### src/rtl/axil_pkg.sv
// Shared AXI4-Lite definitions: response codes and the register-bank address decoder.
package axil_pkg;

    typedef logic [1:0] resp_t;

    localparam resp_t OKAY   = 2'b00;
    localparam resp_t EXOKAY = 2'b01;
    localparam resp_t SLVERR = 2'b10;
    localparam resp_t DECERR = 2'b11;

    typedef struct packed {
        logic       in_range;
        logic [7:0] index;
    } dec_t;

    // Word index comes from addr[log2(num_regs)+1:2]; byte offset bits are ignored.
    function automatic dec_t axil_decode(input logic [63:0] addr, input int unsigned num_regs);
        dec_t d;
        d.in_range = (addr < (64'(num_regs) << 2));
        d.index    = 8'((addr >> 2) & 64'(num_regs - 1));
        return d;
    endfunction

endpackage

### src/rtl/axil_slave_regfile_if.sv
// AXI4-Lite bus bundle between the fabric master and the register-file slave.
interface axil_slave_regfile_if #(
    parameter int unsigned ADDR_W = 32
);

    logic [ADDR_W-1:0] S_AXI_AWADDR;
    logic              S_AXI_AWVALID;
    logic              S_AXI_AWREADY;
    logic [31:0]       S_AXI_WDATA;
    logic [3:0]        S_AXI_WSTRB;
    logic              S_AXI_WVALID;
    logic              S_AXI_WREADY;
    logic [1:0]        S_AXI_BRESP;
    logic              S_AXI_BVALID;
    logic              S_AXI_BREADY;
    logic [ADDR_W-1:0] S_AXI_ARADDR;
    logic              S_AXI_ARVALID;
    logic              S_AXI_ARREADY;
    logic [31:0]       S_AXI_RDATA;
    logic [1:0]        S_AXI_RRESP;
    logic              S_AXI_RVALID;
    logic              S_AXI_RREADY;

    modport master (
        output S_AXI_AWADDR, S_AXI_AWVALID, S_AXI_WDATA, S_AXI_WSTRB, S_AXI_WVALID,
               S_AXI_BREADY, S_AXI_ARADDR, S_AXI_ARVALID, S_AXI_RREADY,
        input  S_AXI_AWREADY, S_AXI_WREADY, S_AXI_BRESP, S_AXI_BVALID,
               S_AXI_ARREADY, S_AXI_RDATA, S_AXI_RRESP, S_AXI_RVALID
    );

    modport slave (
        input  S_AXI_AWADDR, S_AXI_AWVALID, S_AXI_WDATA, S_AXI_WSTRB, S_AXI_WVALID,
               S_AXI_BREADY, S_AXI_ARADDR, S_AXI_ARVALID, S_AXI_RREADY,
        output S_AXI_AWREADY, S_AXI_WREADY, S_AXI_BRESP, S_AXI_BVALID,
               S_AXI_ARREADY, S_AXI_RDATA, S_AXI_RRESP, S_AXI_RVALID
    );

endinterface

### src/rtl/axil_slave_regfile.sv
// AXI4-Lite slave exposing NUM_REGS 32-bit control registers with OKAY/DECERR responses.
// Define AXIL_REGFILE_WSTRB_EN to honour WSTRB byte lanes; otherwise every write is full-word.
module axil_slave_regfile
    import axil_pkg::*;
#(
    parameter int unsigned NUM_REGS = 16,
    parameter int unsigned ADDR_W   = 32
) (
    input  logic                     clk,
    input  logic                     rst,
    axil_slave_regfile_if.slave      s_axi,
    output logic [NUM_REGS*32-1:0]   regs_o,
    output logic [NUM_REGS-1:0]      wr_pulse_o
);

    localparam int unsigned IDX_W = $clog2(NUM_REGS);

    logic              active;
    logic              aw_held, w_held, bvalid, rvalid;
    logic [ADDR_W-1:0] aw_addr_q;
    logic [31:0]       w_data_q, rdata;
    resp_t             bresp, rresp;
    logic [31:0]       regs [NUM_REGS];
    dec_t              wr_dec, rd_dec;
    logic [IDX_W-1:0]  wr_idx, rd_idx;
    logic [31:0]       wr_mask;
    logic              aw_hs, w_hs, ar_hs, commit;
    logic              unused_bits;

    assign s_axi.S_AXI_AWREADY = active & ~aw_held & ~bvalid;
    assign s_axi.S_AXI_WREADY  = active & ~w_held & ~bvalid;
    assign s_axi.S_AXI_ARREADY = active & ~rvalid;
    assign s_axi.S_AXI_BVALID  = bvalid;
    assign s_axi.S_AXI_BRESP   = bresp;
    assign s_axi.S_AXI_RVALID  = rvalid;
    assign s_axi.S_AXI_RRESP   = rresp;
    assign s_axi.S_AXI_RDATA   = rdata;

    assign aw_hs  = s_axi.S_AXI_AWVALID & s_axi.S_AXI_AWREADY;
    assign w_hs   = s_axi.S_AXI_WVALID & s_axi.S_AXI_WREADY;
    assign ar_hs  = s_axi.S_AXI_ARVALID & s_axi.S_AXI_ARREADY;
    assign commit = aw_held & w_held;

    always_comb begin
        wr_dec = axil_decode(64'(aw_addr_q), NUM_REGS);
        rd_dec = axil_decode(64'(s_axi.S_AXI_ARADDR), NUM_REGS);
        wr_idx = wr_dec.index[IDX_W-1:0];
        rd_idx = rd_dec.index[IDX_W-1:0];
    end

`ifdef AXIL_REGFILE_WSTRB_EN
    logic [3:0] w_strb_q;

    always_comb begin
        wr_mask = '0;
        for (int unsigned k = 0; k < 4; k++) begin
            wr_mask[8*k +: 8] = {8{w_strb_q[k]}};
        end
    end

    always_ff @(posedge clk or posedge rst) begin
        if (rst)       w_strb_q <= '0;
        else if (w_hs) w_strb_q <= s_axi.S_AXI_WSTRB;
    end

    assign unused_bits = ^{wr_dec.index, rd_dec.index};
`else
    assign wr_mask     = '1;
    assign unused_bits = ^{wr_dec.index, rd_dec.index, s_axi.S_AXI_WSTRB};
`endif

    always_ff @(posedge clk or posedge rst) begin
        if (rst) active <= 1'b0;
        else     active <= 1'b1;
    end

    // Holds can only fill while BVALID is low, so commit never overlaps a handshake.
    always_ff @(posedge clk or posedge rst) begin
        if (rst) begin
            aw_held   <= 1'b0;
            w_held    <= 1'b0;
            aw_addr_q <= '0;
            w_data_q  <= '0;
            bvalid    <= 1'b0;
            bresp     <= OKAY;
        end else begin
            if (aw_hs) begin
                aw_held   <= 1'b1;
                aw_addr_q <= s_axi.S_AXI_AWADDR;
            end
            if (w_hs) begin
                w_held   <= 1'b1;
                w_data_q <= s_axi.S_AXI_WDATA;
            end
            if (commit) begin
                aw_held <= 1'b0;
                w_held  <= 1'b0;
                bvalid  <= 1'b1;
                bresp   <= wr_dec.in_range ? OKAY : DECERR;
            end else if (bvalid && s_axi.S_AXI_BREADY) begin
                bvalid <= 1'b0;
            end
        end
    end

    always_ff @(posedge clk or posedge rst) begin
        if (rst) begin
            for (int unsigned i = 0; i < NUM_REGS; i++) regs[i] <= '0;
            wr_pulse_o <= '0;
        end else begin
            wr_pulse_o <= '0;
            if (commit && wr_dec.in_range) begin
                regs[wr_idx]       <= (regs[wr_idx] & ~wr_mask) | (w_data_q & wr_mask);
                wr_pulse_o[wr_idx] <= 1'b1;
            end
        end
    end

    always_ff @(posedge clk or posedge rst) begin
        if (rst) begin
            rvalid <= 1'b0;
            rdata  <= '0;
            rresp  <= OKAY;
        end else if (ar_hs) begin
            rvalid <= 1'b1;
            rdata  <= rd_dec.in_range ? regs[rd_idx] : '0;
            rresp  <= rd_dec.in_range ? OKAY : DECERR;
        end else if (rvalid && s_axi.S_AXI_RREADY) begin
            rvalid <= 1'b0;
        end
    end

    always_comb begin
        regs_o = '0;
        for (int unsigned i = 0; i < NUM_REGS; i++) regs_o[32*i +: 32] = regs[i];
    end

endmodule

### src/flat_wrapper.sv
// flat-port wrapper written by rule: the top's interface ports become plain ports
module axil_slave_regfile_flat import axil_pkg::*;
#(
    parameter int unsigned NUM_REGS = 16,
    parameter int unsigned ADDR_W   = 32
)
  (clk, rst, regs_o, wr_pulse_o, s_axi_S_AXI_AWADDR, s_axi_S_AXI_AWVALID, s_axi_S_AXI_WDATA, s_axi_S_AXI_WSTRB, s_axi_S_AXI_WVALID, s_axi_S_AXI_BREADY, s_axi_S_AXI_ARADDR, s_axi_S_AXI_ARVALID, s_axi_S_AXI_RREADY, s_axi_S_AXI_AWREADY, s_axi_S_AXI_WREADY, s_axi_S_AXI_BRESP, s_axi_S_AXI_BVALID, s_axi_S_AXI_ARREADY, s_axi_S_AXI_RDATA, s_axi_S_AXI_RRESP, s_axi_S_AXI_RVALID);
  axil_slave_regfile_if #(.ADDR_W(ADDR_W)) s_axi_i ();
  input  logic clk;
  input  logic rst;
  output logic [NUM_REGS*32-1:0] regs_o;
  output logic [NUM_REGS-1:0] wr_pulse_o;
  input wire logic [$bits(s_axi_i.S_AXI_AWADDR)-1:0] s_axi_S_AXI_AWADDR;
  input wire logic [$bits(s_axi_i.S_AXI_AWVALID)-1:0] s_axi_S_AXI_AWVALID;
  input wire logic [$bits(s_axi_i.S_AXI_WDATA)-1:0] s_axi_S_AXI_WDATA;
  input wire logic [$bits(s_axi_i.S_AXI_WSTRB)-1:0] s_axi_S_AXI_WSTRB;
  input wire logic [$bits(s_axi_i.S_AXI_WVALID)-1:0] s_axi_S_AXI_WVALID;
  input wire logic [$bits(s_axi_i.S_AXI_BREADY)-1:0] s_axi_S_AXI_BREADY;
  input wire logic [$bits(s_axi_i.S_AXI_ARADDR)-1:0] s_axi_S_AXI_ARADDR;
  input wire logic [$bits(s_axi_i.S_AXI_ARVALID)-1:0] s_axi_S_AXI_ARVALID;
  input wire logic [$bits(s_axi_i.S_AXI_RREADY)-1:0] s_axi_S_AXI_RREADY;
  output wire logic [$bits(s_axi_i.S_AXI_AWREADY)-1:0] s_axi_S_AXI_AWREADY;
  output wire logic [$bits(s_axi_i.S_AXI_WREADY)-1:0] s_axi_S_AXI_WREADY;
  output wire logic [$bits(s_axi_i.S_AXI_BRESP)-1:0] s_axi_S_AXI_BRESP;
  output wire logic [$bits(s_axi_i.S_AXI_BVALID)-1:0] s_axi_S_AXI_BVALID;
  output wire logic [$bits(s_axi_i.S_AXI_ARREADY)-1:0] s_axi_S_AXI_ARREADY;
  output wire logic [$bits(s_axi_i.S_AXI_RDATA)-1:0] s_axi_S_AXI_RDATA;
  output wire logic [$bits(s_axi_i.S_AXI_RRESP)-1:0] s_axi_S_AXI_RRESP;
  output wire logic [$bits(s_axi_i.S_AXI_RVALID)-1:0] s_axi_S_AXI_RVALID;
  assign s_axi_i.S_AXI_AWADDR = s_axi_S_AXI_AWADDR;
  assign s_axi_i.S_AXI_AWVALID = s_axi_S_AXI_AWVALID;
  assign s_axi_i.S_AXI_WDATA = s_axi_S_AXI_WDATA;
  assign s_axi_i.S_AXI_WSTRB = s_axi_S_AXI_WSTRB;
  assign s_axi_i.S_AXI_WVALID = s_axi_S_AXI_WVALID;
  assign s_axi_i.S_AXI_BREADY = s_axi_S_AXI_BREADY;
  assign s_axi_i.S_AXI_ARADDR = s_axi_S_AXI_ARADDR;
  assign s_axi_i.S_AXI_ARVALID = s_axi_S_AXI_ARVALID;
  assign s_axi_i.S_AXI_RREADY = s_axi_S_AXI_RREADY;
  assign s_axi_S_AXI_AWREADY = s_axi_i.S_AXI_AWREADY;
  assign s_axi_S_AXI_WREADY = s_axi_i.S_AXI_WREADY;
  assign s_axi_S_AXI_BRESP = s_axi_i.S_AXI_BRESP;
  assign s_axi_S_AXI_BVALID = s_axi_i.S_AXI_BVALID;
  assign s_axi_S_AXI_ARREADY = s_axi_i.S_AXI_ARREADY;
  assign s_axi_S_AXI_RDATA = s_axi_i.S_AXI_RDATA;
  assign s_axi_S_AXI_RRESP = s_axi_i.S_AXI_RRESP;
  assign s_axi_S_AXI_RVALID = s_axi_i.S_AXI_RVALID;
  axil_slave_regfile #(.NUM_REGS(NUM_REGS), .ADDR_W(ADDR_W)) u_core (.clk(clk), .rst(rst), .s_axi(s_axi_i), .regs_o(regs_o), .wr_pulse_o(wr_pulse_o));
endmodule
### config.mk
export PLATFORM = sky130hd
export DESIGN_NAME = axil_slave_regfile_flat
export DESIGN_NICKNAME = d
export VERILOG_FILES = /design/src/rtl/axil_pkg.sv /design/src/rtl/axil_slave_regfile_if.sv /design/src/rtl/axil_slave_regfile.sv /design/src/flat_wrapper.sv
export SDC_FILE = /design/constraint.sdc
export NUM_CORES = 1
export LEC_CHECK = 0
export CORE_MARGIN = 2
export CORE_UTILIZATION = 33
export DETAILED_ROUTE_END_ITERATION = 7
export PLACE_DENSITY_LB_ADDON = 0.25
export SLEW_MARGIN = 20
export SYNTH_ARGS = -nofsm -noshare
export SYNTH_HDL_FRONTEND = slang
export SYNTH_SLANG_ARGS = --single-unit
### constraint.sdc
create_clock -name clk -period 66.4 [get_ports clk]
set_clock_uncertainty 0.2 [all_clocks]
set_input_delay 9.96 -clock clk [delete_from_list [all_inputs] [get_ports clk]]
set_output_delay 9.96 -clock clk [all_outputs]
set_load 0.01 [all_outputs]
==> flow_metrics.py, run 1 <==
metrics = {
    "status": {
        "status": "finished, final reports clean",
    },
    "sta": {
        "maxSlewHeadroom": 0.3276,
        "period_needed_ns": 14.70,
        "worstMarginPinSlew_ns": 1.009,
        "setup-violations-final": 0,
        "tns_ns": 0,
        "rsz0062_at_grt": "false",
        "min_period_over_period": 0.2214,
        "slew_violations": 0,
        "holdWs_ns": 0.3009,
        "timing.fmax_ghz": 0.06801,
        "hold_viol_final": 0,
    },
    "hold_path": {
        "holdPathEnd": "u_core.aw_addr_q[29]$_DFFE_PP0P_",
        "whs_path_depth": 1,
        "hold_start": "u_core.aw_addr_q[29]$_DFFE_PP0P_",
        "hold_class": "register to register",
    },
    "synth": {
        "synth_ff_type": "dfrtp_1",
        "seq_area_frac_synth": 0.5769,
        "synth-edff-count": 0,
        "synth_cell_type_count": 34,
        "ys_warn_count": 0,
        "netlist_top_cells_area": "dfrtp_1 (58%), mux2_2 (20%), mux4_2 (11%)",
        "synth.top_cells.by_count": "dfrtp_1 (629), mux2_2 (484), mux4_2 (128)",
        "synth_most_common_cell": "dfrtp_1",
        "synthDominantAreaCellType": "dfrtp_1",
        "syn_avg_cell_area_sq_um": 16.15,
        "synthCells": 1690,
        "synth_top_area_share": 0.5769,
        "ys_ff_latch": 629,
        "synth_nets": 1797,
        "async_flop_share": 1.000,
        "netlist_area_sq_um": 27290,
    },
    "global_route": {
        "grt_max_degree": 96,
        "antenna_found_initial": 4,
        "grt_pass1_wl_mm": 147.4,
        "grt-ovfl-total": 0,
        "grt_pass1_vias": 19510,
        "gr-usage-all-layers": 0.2391,
    },
    "drt": {
        "wl_mm": 102.8,
        "avgRoutedWirePerCell_microns": 29.67,
        "drt_iter0_markers": 1051,
        "ant_nets": 0,
        "drt_pre_antenna_iters": 5,
        "drc_errors": 0,
        "viasPerCell": 5.303,
        "vias": 18370,
    },
    "pwr": {
        "p_clk_frac": 0.433,
        "switchingPower_mw": 0.2584,
        "p_per_area_nw_per_um2": 24.95,
        "pwr-share-comb": 0.079,
        "leakage_nw": 17.05,
        "swShare": 0.2753,
        "ir_drop_v": 0.00002075,
        "p_int_mw": 0.6801,
        "power_frac_seq": 0.487,
    },
    "clock_network": {
        "cts-root-buf": "clkbuf_16",
        "h-tree-depth": 3,
        "cts_hold_buf": 0,
        "insertion_delay_ns": 0.61,
        "cts.clk_slew.worst_paths_ns": 0.06,
        "cts_inserted_buffers": 73,
        "clk_path_buf_depth": 3,
        "cts_setup_buffers": 0,
        "tritoncts": "yes",
        "cts_resized": 0,
        "clkSinkCount": 629,
    },
    "setup_path": {
        "worstSetupPathType": "input port to async pin",
        "r2r_cells": 5,
        "start_kind": "input port",
        "timing.rr.start": "u_core.aw_addr_q[25]$_DFFE_PP0P_",
        "r2r-end": "u_core.regs_o[426]$_DFFE_PP0P_",
        "worst_setup_path_end_kind": "async pin",
        "crit_required_ns": 66.84,
        "crit_arrival_ns": 15.14,
        "crit_fanout": 95,
        "timing.reg2reg.setup_slack_ns": 62.96,
    },
    "cells_and_area": {
        "area_growth_pct": 37.87,
        "nets": 2445,
        "register_area_sq_um": 15740,
        "instances_no_fill": 3463,
        "multi_input_area_sq_um": 10970,
        "stdcell_area_sq_um": 37620,
        "nFillCells": 7237,
        "n_antenna_cell": 0,
        "fin_util": 0.4589,
        "drive_gt1_frac": 0.3406,
    },
    "placed_design": {
        "dp_cells": 3333,
        "dpl_cell_area_sq_um": 35170,
        "hpwl_mm": 69.23,
        "finalWeightedCongestion": 0.8102,
        "io_buffers": 667,
    },
    "floorplanning": {
        "fp-row-count": 105,
        "start_util": 0.3328,
        "core_sq_um": 81980,
        "dieArea_sq_um": 85000,
        "io_pins": 676,
        "fp.dieW_microns": 291.6,
        "die_y_microns": 291.6,
    },
    "run": {
        "cap_viol_max_count": 0,
    },
}
## worst max-delay path by stage
| stage | start | to | depth (start not counted) | slack, ns |
|---|---|---|---|---|
| 6_report | rst | u_core.regs_o[442]$_DFFE_PP0P_ | 7 | 51.70 |
| 5_1_grt | rst | u_core.regs_o[505]$_DFFE_PP0P_ | 7 | 50.96 |
| 4_1_cts | rst | u_core.regs_o[57]$_DFFE_PP0P_ | 7 | 51.19 |
| 3_5_place_dp | rst | u_core.regs_o[374]$_DFFE_PP0P_ | 7 | 50.54 |
| 3_3_place_gp | rst | u_core.regs_o[374]$_DFFE_PP0P_ | 7 | 50.68 |
| 2_1_floorplan | rst | u_core.active$_DFF_PP0_ | 1 | 38.62 |
## per-stage QoR
stage / setup slack [ns] / power (mW)
after floorplan: 38.62 / 0.4966
after global placement: 50.68 / 0.5328
after detailed placement: 50.54 / 0.5382
after CTS: 51.19 / 0.9480
after global routing: 50.96 / 0.9765
final: 51.70 / 0.9385
## kinds of logic (layout without fill, tap and decap cells)
kind of cell,after synthesis,after routing,synth area share
flops,629,629,0.5769
compound gates,100,100,0.02871
simple gates,101,101,0.02586
buf+inv,154,857,0.02481
mux,705,705,0.3436
other cells,1,1,0.0001374
## routing by layer
layer | GRT usage | vias to the layer above | part of all wire
li1 | - | 7651 | -
met1 | 0.2915 | 9962 | 0.39
met2 | 0.4156 | 619 | 0.51
met3 | 0.06713 | 130 | 0.073
met4 | 0.06261 | 4 | 0.024
met5 | 0 | - | 0.00027
## power by group through the flow
stage	Combinational (mW)	Clock [mW]	Sequential, mW
floorplan	0.0689	0	0.428
global placement	0.0739	0	0.459
detailed placement	0.0758	0	0.462
CTS	0.0763	0.416	0.455
global route	0.0805	0.434	0.462
finish	0.0746	0.407	0.457
## flip-flops by register name, indices dropped and copies added (netlist names)
| signal | flops |
|---|---|
| u_core.active | 1 |
| u_core.aw_addr_q | 30 |
| u_core.aw_held | 1 |
| u_core.regs_o | 512 |
| u_core.s_axi.S_AXI_BRESP | 1 |
| u_core.s_axi.S_AXI_BVALID | 1 |
| u_core.s_axi.S_AXI_RDATA | 32 |
| u_core.s_axi.S_AXI_RRESP | 1 |
| u_core.s_axi.S_AXI_RVALID | 1 |
| u_core.w_data_q | 32 |
| u_core.w_held | 1 |
| u_core.wr_pulse_o | 16 |
## area by class of cell
class,instances,share of cell area
inverter,6,0.0007982
clock buffer,108,0.05790
tap,1070,0.03559
timing repair buffer,721,0.1885
multi-input combinational,907,0.2916
sequential,629,0.4184
clock inverter,22,0.007217
## cell usage in the layout, fill, tap and decap left out, types with 8 or more instances in the layout
cell	n
mux2_2	484
clkbuf_8	22
mux4_2	128
mux2_1	90
dfrtp_1	629
clkbuf_16	73
nor4_1	11
clkinv_2	8
clkdlybuf4s50_1	665
buf_4	53
a22o_1	32
clkbuf_1	13
nand2_1	35
nor3_1	14
a22oi_1	62
nor4_4	16
## worst max-delay path: stages
cell and delay (ns):
clkdlybuf4s50_1 0.50, inv_8 0.46, buf_4 0.76, buf_4 0.84, buf_4 0.78, buf_4 0.81
buf_6 0.68
(Power assumes the default switching activity.)
==> run 2, diff against run 1 <==
==> constraint.sdc (replaced) <==
create_clock -name clk -period 12.1 [get_ports clk]
set_clock_uncertainty 0.2 [all_clocks]
set_input_delay 1.815 -clock clk [delete_from_list [all_inputs] [get_ports clk]]
set_output_delay 1.815 -clock clk [all_outputs]
set_load 0.01 [all_outputs]
==> run 2 against run 1 <==
Utilization is essentially flat. Count of clock-buffer cells in the layout increased by 5. Sequential share of layout area about the same. Cell area about the same. Die area is the same. Via count up 0.39%. Critical path type is now input port to register. Highest routed layer unchanged.
==> flow_metrics.py, run 2 (same netlist as run 1, synthesis figures left out) <==
metrics = {
    "status": {
        "status": "finished, final reports clean",
    },
    "setup_path": {
        "worstSetupPathType": "input port to register",
        "worst_setup_path_end_kind": "register",
        "cp_slowest_cell": "buf_4",
        "worstPathCellList": "buf_8 > buf_4 > buf_4 > mux4_2 > a22oi_1 > nand2_1 > a22o_1",
        "r2r_cells": 5,
        "crit_fanout": 61,
        "max_stage_delay_ns": 0.83,
        "crit_arrival_ns": 5.09,
        "worst_path_most_repeated_cell": "buf_4",
        "timing.rr.start": "u_core.aw_addr_q[21]$_DFFE_PP0P_",
        "r2r-end": "u_core.regs_o[478]$_DFFE_PP0P_",
        "start_kind": "input port",
        "timing.reg2reg.setup_slack_ns": 8.31,
        "crit_required_ns": 12.39,
    },
    "sta": {
        "timing.fmax_ghz": 0.2087,
        "slew_violations": 0,
        "worstMarginPinSlew_ns": 1.049,
        "period_needed_ns": 4.793,
        "tns_ns": 0,
        "setup-violations-final": 0,
        "rsz0062_at_grt": "false",
        "hold_viol_final": 0,
        "min_period_over_period": 0.3961,
        "maxSlewHeadroom": 0.3007,
    },
    "clock_network": {
        "h-tree-depth": 3,
        "cts_hold_buf": 0,
        "tritoncts": "yes",
        "cts-root-buf": "clkbuf_16",
        "cts_resized": 0,
        "clk_path_buf_depth": 3,
        "cts.clk_slew.worst_paths_ns": 0.06,
        "cts_setup_buffers": 0,
        "clkSinkCount": 629,
        "cts_inserted_buffers": 72,
        "insertion_delay_ns": 0.61,
    },
    "cells_and_area": {
        "largest_reg_flops": 512,
        "nFillCells": 7213,
        "drive_gt1_frac": 0.3371,
        "n_antenna_cell": 0,
        "nets": 2441,
        "area_growth_pct": 37.75,
        "instances_no_fill": 3461,
        "final_cell_mix": "clkdlybuf4s50_1 (665), dfrtp_1 (629), mux2_2 (484), mux4_2 (128), mux2_1 (90)",
        "final_common_cell": "clkdlybuf4s50_1",
    },
    "floorplanning": {
        "fp-row-count": 105,
        "die_y_microns": 291.6,
        "start_util": 0.3328,
        "core_sq_um": 81980,
        "fp.dieW_microns": 291.6,
        "io_pins": 676,
        "dieArea_sq_um": 85000,
    },
    "global_route": {
        "grt_max_degree": 176,
        "gr-usage-all-layers": 0.2392,
        "grt_pass1_vias": 19620,
        "grt-ovfl-total": 0,
        "antenna_found_initial": 3,
        "grt_pass1_wl_mm": 147.5,
    },
    "pwr": {
        "leakage_nw": 17.03,
        "ir_drop_v": 0.0001371,
        "p_per_area_nw_per_um2": 136.0,
    },
    "run": {
        "cap_viol_max_count": 0,
    },
    "drt": {
        "wl_mm": 102.8,
        "viasPerCell": 5.327,
        "avgRoutedWirePerCell_microns": 29.71,
        "drc_errors": 0,
        "drt_pre_antenna_iters": 4,
        "drt_iter0_markers": 1144,
        "ant_nets": 0,
        "vias": 18440,
    },
    "placed_design": {
        "hpwl_mm": 68.83,
        "finalWeightedCongestion": 0.8211,
        "dp_cells": 3329,
        "io_buffers": 667,
    },
    "hold_path": {
        "holdPathEnd": "u_core.s_axi.S_AXI_RDATA[18]$_DFFE_PP0P_",
        "whs_path_depth": 1,
        "hold_start": "u_core.s_axi.S_AXI_RDATA[18]$_DFFE_PP0P_",
        "hold_class": "register to register",
    },
}
-- run 2: cell count changes in the layout (fill, tap and decap cells not counted), moves of 3 or more --
cell	before	now
clkinv_2	8	12
clkbuf_1	13	20
buf_4	53	47
inv_6	5	1
buf_12	0	3
clkbuf_8	22	18
-- run 2: worst max-delay path: cells and delay by family --
| kind | cells | cell delay (ns) |
|---|---|---|
| simple gates | 1 | 0.09 |
| buf+inv | 3 | 1.95 |
| compound gates | 2 | 0.46 |
| mux | 1 | 0.61 |
-- run 2: layout make-up --
type / instances / area [sq um] / area share
multi-input combinational: 907 / 10970 / 0.2918
clock buffer: 113 / 2200 / 0.05852
timing repair buffer: 718 / 7123 / 0.1895
sequential: 629 / 15740 / 0.4188
clock inverter: 18 / 188.9 / 0.005027
tap: 1070 / 1339 / 0.03562
inverter: 6 / 26.28 / 0.0006991
-- run 2: how the worst max path moves through the flow --
stage                                                    to             startpoint  slack (ns)
finish              u_core.s_axi.S_AXI_RDATA[9]$_DFFE_PP0P_  s_axi_S_AXI_ARADDR[2]        7.31
global route        u_core.s_axi.S_AXI_RDATA[9]$_DFFE_PP0P_  s_axi_S_AXI_ARADDR[2]        7.02
CTS                 u_core.s_axi.S_AXI_RDATA[9]$_DFFE_PP0P_  s_axi_S_AXI_ARADDR[2]        7.15
detailed placement  u_core.s_axi.S_AXI_RDATA[9]$_DFFE_PP0P_  s_axi_S_AXI_ARADDR[2]        6.48
global placement    u_core.s_axi.S_AXI_RDATA[9]$_DFFE_PP0P_  s_axi_S_AXI_ARADDR[2]        6.49
floorplan                           u_core.active$_DFF_PP0_                    rst        1.50
-- run 2: power breakdown --
part	internal [mW]	switching (mW)	leakage (nW)
clock	1.30	0.889	1.19
combinational	0.184	0.226	7.20
sequential	2.21	0.301	8.64
total	3.70	1.42	17.0
-- run 2: metal layers --
metal	vias to the layer above	share of wire	track usage
met1	9957	0.39	0.2923
met2	653	0.50	0.4071
met3	167	0.071	0.06599
met4	2	0.034	0.08172
met5	-	0.00016	0
li1	7659	-	-
-- run 2: through the flow --
stage	setup slack (ns)	power, mW	util	cell area (sq um)	hold WS [ns]
4_1_cts	7.153	5.164	0.4582	37560	0.3090
6_report	7.307	5.112	0.4585	37590	0.3047
3_5_place_dp	6.483	2.956	0.4290	35170	0.2917
2_1_floorplan	1.496	2.726	-	27290	0.2728
5_1_grt	7.024	5.323	0.4585	37590	0.3188
3_3_place_gp	6.486	2.927	0.4289	35160	0.2839
==> run 3, diff against run 2 <==
==> constraint.sdc (replaced) <==
create_clock -name clk -period 4.7 [get_ports clk]
set_clock_uncertainty 0.2 [all_clocks]
set_input_delay 0.705 -clock clk [delete_from_list [all_inputs] [get_ports clk]]
set_output_delay 0.705 -clock clk [all_outputs]
set_load 0.01 [all_outputs]
==> run 3 against run 2 <==
Critical endpoint is now u_core.regs_o[297]$_DFFE_PP0P_. Utilization is 0.20 points higher. Setup slack worse by 6.0 ns. Largest power group unchanged. Global-route usage grew 0.21 points. Critical path depth is 2 lower. Cell area up 0.43%.
==> flow_metrics.py, run 3 (same netlist as run 1, synthesis figures left out) <==
metrics = {
    "status": {
        "status": "finished, final reports clean",
    },
    "floorplanning": {
        "fp-row-count": 105,
        "start_util": 0.3328,
        "core_sq_um": 81980,
        "fp.dieW_microns": 291.6,
        "die_y_microns": 291.6,
        "io_pins": 676,
        "dieArea_sq_um": 85000,
    },
    "global_route": {
        "antenna_found_initial": 2,
        "grt-ovfl-total": 0,
        "grt_pass1_vias": 19780,
        "grt_pass1_wl_mm": 148.2,
        "gr-usage-all-layers": 0.2413,
        "grt_max_degree": 144,
    },
    "cells_and_area": {
        "nets": 2458,
        "drive_gt1_frac": 0.3423,
        "final_common_cell": "clkdlybuf4s50_1",
        "largest_reg_flops": 512,
        "area_growth_pct": 38.34,
        "final_cell_mix": "clkdlybuf4s50_1 (665), dfrtp_1 (629), mux2_2 (484), mux4_2 (128), mux2_1 (90)",
        "nFillCells": 7227,
    },
    "clock_network": {
        "insertion_delay_ns": 0.61,
        "cts.clk_slew.worst_paths_ns": 0.06,
        "h-tree-depth": 3,
        "clkSinkCount": 629,
        "tritoncts": "yes",
        "clk_path_buf_depth": 3,
        "cts_setup_buffers": 0,
        "cts_hold_buf": 0,
        "cts_resized": 0,
        "cts-root-buf": "clkbuf_16",
        "cts_inserted_buffers": 71,
    },
    "sta": {
        "worstMarginPinSlew_ns": 0.9280,
        "holdWs_ns": 0.3038,
        "timing.fmax_ghz": 0.2987,
        "min_period_over_period": 0.7122,
        "hold_viol_final": 0,
        "slew_violations": 0,
        "setup-violations-final": 0,
        "rsz0062_at_grt": "false",
        "maxSlewHeadroom": 0.3813,
        "period_needed_ns": 3.347,
    },
    "drt": {
        "avgRoutedWirePerCell_microns": 29.88,
        "drc_errors": 0,
        "viasPerCell": 5.321,
        "ant_nets": 0,
        "wl_mm": 103.8,
        "drt_pre_antenna_iters": 5,
        "vias": 18490,
        "drt_iter0_markers": 1053,
    },
    "setup_path": {
        "crit_end": "u_core.regs_o[297]$_DFFE_PP0P_",
        "worstPathCellList": "nor4_1 > nand3_2 > nor4_4 > buf_4 > mux2_2",
        "startpoint": "u_core.aw_addr_q[25]$_DFFE_PP0P_",
        "worst_setup_path_end_kind": "register",
        "timing.rr.start": "u_core.aw_addr_q[25]$_DFFE_PP0P_",
        "crit_arrival_ns": 3.63,
        "cp_slowest_cell": "nand3_2",
        "r2r-end": "u_core.regs_o[297]$_DFFE_PP0P_",
        "start_kind": "register",
        "worstSetupPathType": "register to register",
        "r2r_cells": 5,
        "crit_fanout": 22,
        "timing.reg2reg.setup_slack_ns": 1.35,
        "crit_required_ns": 4.98,
        "max_stage_delay_ns": 0.65,
    },
    "placed_design": {
        "finalWeightedCongestion": 0.8351,
        "hpwl_mm": 71.31,
        "io_buffers": 667,
    },
    "hold_path": {
        "hold_start": "u_core.s_axi.S_AXI_RDATA[18]$_DFFE_PP0P_",
        "hold_class": "register to register",
    },
    "pwr": {
        "leakage_nw": 17.10,
        "ir_drop_v": 0.0002600,
        "totalPowerFinal_mw": 13.19,
        "p_per_area_nw_per_um2": 349.5,
    },
    "run": {
        "cap_viol_max_count": 0,
    },
}
==> run 3: power by group <==
| part | total, mW | switching (mW) | internal (mW) | leakage (nW) |
|---|---|---|---|---|
| clock network | 5.65 | 2.32 | 3.34 | 1.16 |
| registers | 6.46 | 0.768 | 5.69 | 8.64 |
| logic | 1.08 | 0.594 | 0.486 | 7.30 |
| total | 13.2 | 3.68 | 9.52 | 17.1 |
==> run 3: worst min-delay path by stage <==
stage	cells past startpoint	slack [ns]	endpoint
6_report	1	0.30	u_core.s_axi.S_AXI_RDATA[18]$_DFFE_PP0P_
4_1_cts	1	0.31	u_core.s_axi.S_AXI_RDATA[19]$_DFFE_PP0P_
3_5_place_dp	1	0.29	u_core.s_axi.S_AXI_RDATA[18]$_DFFE_PP0P_
3_3_place_gp	1	0.29	u_core.aw_addr_q[29]$_DFFE_PP0P_
2_1_floorplan	1	0.27	u_core.aw_addr_q[10]$_DFFE_PP0P_
5_1_grt	1	0.31	u_core.s_axi.S_AXI_RDATA[19]$_DFFE_PP0P_
==> run 3: critical path: cells and delay by family, from the launching register on <==
| kind | cells | cell delay [ns] |
|---|---|---|
| multiplexers | 1 | 0.41 |
| buffers and inverters | 1 | 0.56 |
| AND/OR/NAND/NOR | 3 | 1.63 |
| flip-flops | 1 | 0.38 |
==> run 3: layout make-up <==
class / instances / area, sq um / area share
well taps: 1070 / 1339 / 0.03547
inverters: 6 / 26.28 / 0.0006961
flip-flops and latches: 629 / 15740 / 0.4170
clock buffers: 101 / 2052 / 0.05436
repair buffers: 736 / 7301 / 0.1934
clock inverters: 25 / 319.1 / 0.008452
diodes: 1 / 2.502 / 0.00006629
multi-input cells: 907 / 10970 / 0.2906
==> run 3: per-layer routing <==
layer,GRT usage,share of wire
met1,0.2887,0.39
met2,0.4241,0.52
met3,0.06158,0.067
met4,0.07732,0.030
met5,0,0.00013
==> run 3: stage by stage <==
| stage | setup TNS, ns | area, sq um | utilization | setup slack, ns | cells |
|---|---|---|---|---|---|
| floorplan | -3015.34 | 27290 | - | -4.794 | 1690 |
| global placement | 0 | 35380 | 0.4315 | 1.116 | 3348 |
| detailed placement | 0 | 35380 | 0.4315 | 1.112 | 3348 |
| CTS | 0 | 37750 | 0.4604 | 1.355 | 3474 |
| global route | 0 | 37750 | 0.4604 | 1.246 | 3474 |
| finish | 0 | 37750 | 0.4605 | 1.353 | 3475 |
